[src/rtl/stack_calculator.sv]
// RPN stack calculator feeding picture_generator: one command per handshake,
// three-state IDLE/EXEC/COMMIT sequence, registered numbers/depth/err outputs.
module stack_calculator #(
  parameter int DEPTH = 15,
  parameter int WIDTH = 4
) (
  input  logic                   clk,
  input  logic                   reset,
  input  logic                   cmd_valid,
  input  logic [2:0]             cmd,
  input  logic [WIDTH-1:0]       operand,
  output logic                   busy,
  output logic [DEPTH*WIDTH-1:0] numbers,
  output logic [3:0]             depth,
  output logic                   err
);

  typedef enum logic [1:0] {IDLE, EXEC, COMMIT} state_e;
  typedef enum logic [2:0] {
    OP_NOP, OP_PUSH, OP_POP, OP_ADD, OP_SUB, OP_MUL, OP_SWAP, OP_CLEAR
  } opcode_e;

  localparam logic [3:0] FULL = 4'(DEPTH);

  state_e           state_q, state_d;
  opcode_e          cmd_q, cmd_d;
  logic [WIDTH-1:0] operand_q, operand_d;
  logic [WIDTH-1:0] top_q, top_d;
  logic [WIDTH-1:0] sec_q, sec_d;
  logic [3:0]       lat_depth_q, lat_depth_d;
  logic [WIDTH-1:0] result_q, result_d;
  logic             fault_q, fault_d;
  logic [WIDTH-1:0] slots_q [DEPTH];
  logic [WIDTH-1:0] slots_d [DEPTH];
  logic [3:0]       depth_q, depth_d;
  logic             err_q, err_d;
  logic [2*WIDTH-1:0] product;

  always_comb begin
    // NOTE: every always_comb output gets a default first so no path can infer a latch.
    state_d     = state_q;
    cmd_d       = cmd_q;
    operand_d   = operand_q;
    top_d       = top_q;
    sec_d       = sec_q;
    lat_depth_d = lat_depth_q;
    result_d    = result_q;
    fault_d     = fault_q;
    slots_d     = slots_q;
    depth_d     = depth_q;
    err_d       = err_q;
    product     = sec_q * top_q;

    unique case (state_q)
      IDLE: begin
        if (cmd_valid) begin
          state_d     = EXEC;
          cmd_d       = opcode_e'(cmd);
          operand_d   = operand;
          lat_depth_d = depth_q;
          top_d       = (depth_q >= 4'd1) ? slots_q[depth_q - 4'd1] : '0;
          sec_d       = (depth_q >= 4'd2) ? slots_q[depth_q - 4'd2] : '0;
        end
      end

      EXEC: begin
        state_d  = COMMIT;
        result_d = '0;
        fault_d  = 1'b0;
        unique case (cmd_q)
          OP_PUSH: fault_d = (lat_depth_q == FULL);
          OP_POP:  fault_d = (lat_depth_q == 4'd0);
          OP_ADD:  begin fault_d = (lat_depth_q < 4'd2); result_d = sec_q + top_q; end
          OP_SUB:  begin fault_d = (lat_depth_q < 4'd2); result_d = sec_q - top_q; end
          OP_MUL:  begin fault_d = (lat_depth_q < 4'd2); result_d = product[WIDTH-1:0]; end
          OP_SWAP: fault_d = (lat_depth_q < 4'd2);
          default: ;
        endcase
      end

      COMMIT: begin
        state_d = IDLE;
        err_d   = fault_q;
        // A fault leaves the stack untouched; only err records it.
        if (!fault_q) begin
          unique case (cmd_q)
            OP_PUSH: begin
              slots_d[lat_depth_q] = operand_q;
              depth_d              = lat_depth_q + 4'd1;
            end
            OP_POP: begin
              slots_d[lat_depth_q - 4'd1] = '0;
              depth_d                     = lat_depth_q - 4'd1;
            end
            OP_ADD, OP_SUB, OP_MUL: begin
              slots_d[lat_depth_q - 4'd2] = result_q;
              slots_d[lat_depth_q - 4'd1] = '0;
              depth_d                     = lat_depth_q - 4'd1;
            end
            OP_SWAP: begin
              slots_d[lat_depth_q - 4'd2] = top_q;
              slots_d[lat_depth_q - 4'd1] = sec_q;
            end
            OP_CLEAR: begin
              for (int i = 0; i < DEPTH; i++) slots_d[i] = '0;
              depth_d = 4'd0;
            end
            default: ;
          endcase
        end
      end

      default: state_d = IDLE;
    endcase
  end

  always_ff @(posedge clk or negedge reset) begin
    if (!reset) begin
      state_q     <= IDLE;
      cmd_q       <= OP_NOP;
      operand_q   <= '0;
      top_q       <= '0;
      sec_q       <= '0;
      lat_depth_q <= '0;
      result_q    <= '0;
      fault_q     <= 1'b0;
      // NOTE: the slot array is reset, not left undefined, because it drives the display directly.
      for (int i = 0; i < DEPTH; i++) slots_q[i] <= '0;
      depth_q     <= '0;
      err_q       <= 1'b0;
    end else begin
      // NOTE: non-blocking assignments so every flop samples pre-edge values.
      state_q     <= state_d;
      cmd_q       <= cmd_d;
      operand_q   <= operand_d;
      top_q       <= top_d;
      sec_q       <= sec_d;
      lat_depth_q <= lat_depth_d;
      result_q    <= result_d;
      fault_q     <= fault_d;
      slots_q     <= slots_d;
      depth_q     <= depth_d;
      err_q       <= err_d;
    end
  end

  assign busy  = (state_q != IDLE);
  assign depth = depth_q;
  assign err   = err_q;

  for (genvar g = 0; g < DEPTH; g++) begin : g_pack
    assign numbers[WIDTH*g +: WIDTH] = slots_q[g];
  end

endmodule
[config.mk]
export PLATFORM = sky130hd
export DESIGN_NAME = stack_calculator
export DESIGN_NICKNAME = d
export VERILOG_FILES = /design/src/rtl/stack_calculator.sv
export SDC_FILE = /design/constraint.sdc
export NUM_CORES = 1
export LEC_CHECK = 0
export BUFFER_PORTS_ARGS = -buffer_cell sky130_fd_sc_hd__buf_2
export CELL_PAD_IN_SITES_DETAIL_PLACEMENT = 1
export CELL_PAD_IN_SITES_GLOBAL_PLACEMENT = 1
export CORE_ASPECT_RATIO = 1.2
export CORE_MARGIN = 2
export CORE_UTILIZATION = 47
export CTS_CLUSTER_SIZE = 25
export DETAILED_ROUTE_END_ITERATION = 16
export GPL_TIMING_DRIVEN = 0
export HOLD_SLACK_MARGIN = 0.12
export PLACE_DENSITY = 0.84
export RECOVER_POWER = 25
export SLEW_MARGIN = 20
export SYNTH_ARGS = -nofsm -noshare
export SYNTH_HDL_FRONTEND = slang
export SYNTH_SLANG_ARGS = --single-unit
[constraint.sdc]
create_clock -name clk -period 3.6 [get_ports clk]
set_clock_uncertainty 0.2 [all_clocks]
set_input_delay 0.36 -clock clk [delete_from_list [all_inputs] [get_ports clk]]
set_output_delay 0.36 -clock clk [all_outputs]
set_load 0.01 [all_outputs]
==> reports/results.tsv <==
metric	value	unit
overflow	0	
run_status	finished with violations	
drt_first_iter_violations	1542	
hpwl	34000	um
tightest_slew	2.71	ns
worstSkewPairLatency	0.37	ns
layout_worst_path_cycle_share	101	%
timing.critical_path.slowest_stage_cell	sky130_fd_sc_hd__clkbuf_1	
total_power	13.0	mW
nNetsFinal	1196	
timing_hold_violations_final	0	
final_cell_mix	sky130_fd_sc_hd__buf_2 (106), sky130_fd_sc_hd__mux2i_1 (91), sky130_fd_sc_hd__dfrtp_1 (90), sky130_fd_sc_hd__nand2_1 (84), sky130_fd_sc_hd__nand3_1 (71)	
syn_avg_cell_area	8.55	um^2
critPathMaxFanout	10	
critPathArrivalTime	3.69	ns
number_of_levels_the_h_tree_was_split_into	3	
fraction_of_power_consumed_by_sequential_logic	19.6	%
io_buffer_count	75	
i_o_pin_cnt	76	
hold_path.startpoint	err	
ys_async_sr_fraction	100	%
grt_antenna_before_repair	2	
grt_pass1_vias	10700	
core_area	18900	um^2
routed_wl	46600	um
wire_per_inst	32.8	um
drc	0	
fp.dieArea	20500	um^2
numCtsBuffers	9	
internal-power	5.27	mW
timing.max_slew.rel_slack	-80.6	%
worstReg2RegStart	sec_q[0]	
final_antenna_net_count	0	
pwr_per_cell_area	1250	nW/um^2
drive_gt1_share	22.9	%
timing.critical_path.from_type	register	
cts_root_buf	sky130_fd_sc_hd__clkbuf_16	
num_antenna_cells	0	
setup_slack	-0.0511	ns
synth-main-ff-cell	sky130_fd_sc_hd__dfrtp_1	
net-switching-power	7.74	mW
layout.area.seq	2280	um^2
combPwrFrac	71.7	%
path_clk_slew	0.08	ns
synth_seq_cells	91	
timing_max_transition_violations_final	42	
synth_seq_area_share	25.0	%
worst_setup_path_end_kind	register	
critPathLaunch	sec_q[0]	
leakagePower	3.86	nW
ctsLongestPathBuffers	2	
grt_first_pass_wirelength	69300	um
largest_vdd_supply_drop	0.000521	V
synth_edf_count	0	
synthCells	1064	
dr.pass1.iters	6	
power.share.switching	59.5	%
rows	55	
violated_checks	capacitance limit, slew limit, setup timing	
multi_input_comb_area	6460	um^2
mappedNetlistArea	9100	um^2
vias	10500	
final_common_cell	sky130_fd_sc_hd__buf_2	
timing.critical_path.mode_cell	sky130_fd_sc_hd__ha_1	
synthesis.nets	1101	
groute.usage.overall	46.2	%
max_clock_freq	274	MHz
critical_path.cell_chain	clkbuf_1 -> buf_2 -> and2_1 -> ha_1 -> ha_1 -> ha_1 -> xnor2_1 -> xnor2_1 -> xnor3_1 -> nand2_1 -> a31oi_4	
hp-class	reg2reg	
die_span_x	131	um
max_cap_viol_count	1	
die_height	156	um
finalWeightedCongestion	1.06	
area_growth_syn_to_layout	14.6	%
pwr-share-clk	8.7	%
utilization	55.1	%
post_drt_via_cell_ratio	7.41	
required	3.64	ns
timing_worst_setup_path_type	reg2reg	
initial_utilization	48.1	%
grt_start_max_net_pins	51	
fillers	2270	
tritoncts_num_sinks	91	
netlist-cell-type-count	62	
critical-path-max-stage-delay	0.58	ns
final_period_minus_worst_setup_slack	3.65	ns
synth_warnings	0	
cts_tree	built	
setup_viol	1	
-- layer usage --
| layer | global-route usage, % | up-vias | routed length, um |
|---|---|---|---|
| met5 | 0 | - | 12 |
| met4 | 27.8 | 2 | 3470 |
| met3 | 12.2 | 253 | 5490 |
| met2 | 69.9 | 873 | 20400 |
| met1 | 58.5 | 5106 | 17300 |
| li1 | - | 4289 | - |
-- cells in the mapped netlist (4+ instances only) --
library cell | n | area share, %
sky130_fd_sc_hd__dfrtp_1 | 91 | 25
sky130_fd_sc_hd__mux2i_1 | 91 | 10
sky130_fd_sc_hd__nand2_1 | 87 | 3.6
sky130_fd_sc_hd__nand3_1 | 71 | 3.9
sky130_fd_sc_hd__a21oi_1 | 67 | 3.7
sky130_fd_sc_hd__clkbuf_1 | 67 | 2.8
sky130_fd_sc_hd__mux2_2 | 63 | 7.8
sky130_fd_sc_hd__nor3_1 | 63 | 3.5
sky130_fd_sc_hd__o211ai_1 | 62 | 5.1
sky130_fd_sc_hd__o22ai_1 | 49 | 3.4
sky130_fd_sc_hd__a41oi_1 | 44 | 4.2
sky130_fd_sc_hd__nor2_1 | 32 | 1.3
sky130_fd_sc_hd__buf_2 | 27 | 1.5
sky130_fd_sc_hd__ha_1 | 26 | 3.6
sky130_fd_sc_hd__o21ai_0 | 26 | 1.4
sky130_fd_sc_hd__inv_1 | 18 | 0.74
sky130_fd_sc_hd__mux4_2 | 16 | 4.0
sky130_fd_sc_hd__nor2b_1 | 14 | 0.96
sky130_fd_sc_hd__xnor2_1 | 13 | 1.3
sky130_fd_sc_hd__a21oi_2 | 11 | 1.1
sky130_fd_sc_hd__a211oi_2 | 10 | 1.4
sky130_fd_sc_hd__nand2b_1 | 10 | 0.69
sky130_fd_sc_hd__and2_1 | 9 | 0.62
sky130_fd_sc_hd__buf_1 | 9 | 0.37
sky130_fd_sc_hd__a31oi_1 | 8 | 0.55
sky130_fd_sc_hd__a22oi_1 | 7 | 0.58
sky130_fd_sc_hd__a311oi_1 | 7 | 0.67
sky130_fd_sc_hd__a22o_1 | 6 | 0.58
sky130_fd_sc_hd__nand4_1 | 5 | 0.34
sky130_fd_sc_hd__xor2_1 | 5 | 0.48
sky130_fd_sc_hd__a211o_1 | 4 | 0.38
sky130_fd_sc_hd__a211oi_1 | 4 | 0.33
sky130_fd_sc_hd__a311o_1 | 4 | 0.44
sky130_fd_sc_hd__a32oi_1 | 4 | 0.38
sky130_fd_sc_hd__o31ai_1 | 4 | 0.33
-- power by group through the flow --
stage / logic [mW] / clock network (mW) / registers, mW
floorplan: 5.56 / 0 / 2.13
finish: 9.33 / 1.13 / 2.54
global route: 9.74 / 1.16 / 2.54
CTS: 8.81 / 1.12 / 2.43
detailed placement: 8.54 / 0 / 2.46
global placement: 8.36 / 0 / 2.44
-- worst max-delay path, delay by kind of cell (launching register included) --
kind	cells	cell delay [ns]
compound gates	1	0.38
xor+xnor	3	0.57
fa+ha+maj	3	0.75
buf+inv	2	1.02
flops	1	0.35
simple gates	2	0.27
-- area by class of cell --
cell class	count	share of cell area [%]
Buffer	101	4.39
Sequential cell	91	21.8
Clock inverter	7	1.01
Timing Repair Buffer	88	4.91
Inverter	19	0.684
Multi-Input combinational cell	849	61.9
Tap cell	256	3.07
Clock buffer	9	2.16
-- stage by stage --
| step | TNS, ns | area [um^2] | worst slack, ns | hold WS, ns | std cells |
|---|---|---|---|---|---|
| final | -0.0511 | 10400 | -0.0511 | 0.311 | 1420 |
| after CTS | -0.0193 | 10400 | -0.0158 | 0.291 | 1421 |
| after detailed placement | -34.03 | 9830 | -0.880 | 0.114 | 1396 |
| after global routing | -0.0511 | 10400 | -0.0511 | 0.345 | 1420 |
| after global placement | -25.73 | 9800 | -0.875 | 0.288 | 1395 |
| after floorplan | 0 | 9100 | 0.269 | -0.136 | 1064 |
-- cell families after synthesis --
group | Yosys count | share of synthesized area [%]
AOI/OAI and AO/OA | 327 | 25.5
and+or+nand+nor | 304 | 16.0
xor gates and xnor gates | 21 | 2.34
adders and majority gates | 27 | 3.79
buffers and inverters | 124 | 5.61
DFF | 91 | 25.0
muxes | 170 | 21.8
-- path summary, 6_finish.rpt --
kind | to | slack (ns) | depth (start not counted)
max in group asynchronous | async pin | 0.47 | 2
min in group asynchronous | async pin | 1.19 | 2
min reg2reg | err | 0.31 | 1
max reg2reg | result_q[3] | -0.05 | 11
min | err | 0.31 | 1
max | result_q[3] | -0.05 | 11
-- repair_timing --
action | in CTS | in global routing
pin swaps | 2 | 1
hold buffers | 8 | 0
endpoints found under the setup margin | 69 | 61
setup buffers | 1 | 3
endpoints found under the hold margin | 63 | 0
gates resized for setup | 35 | 24
No activity file was read; power rests on OpenSTA's default activity.
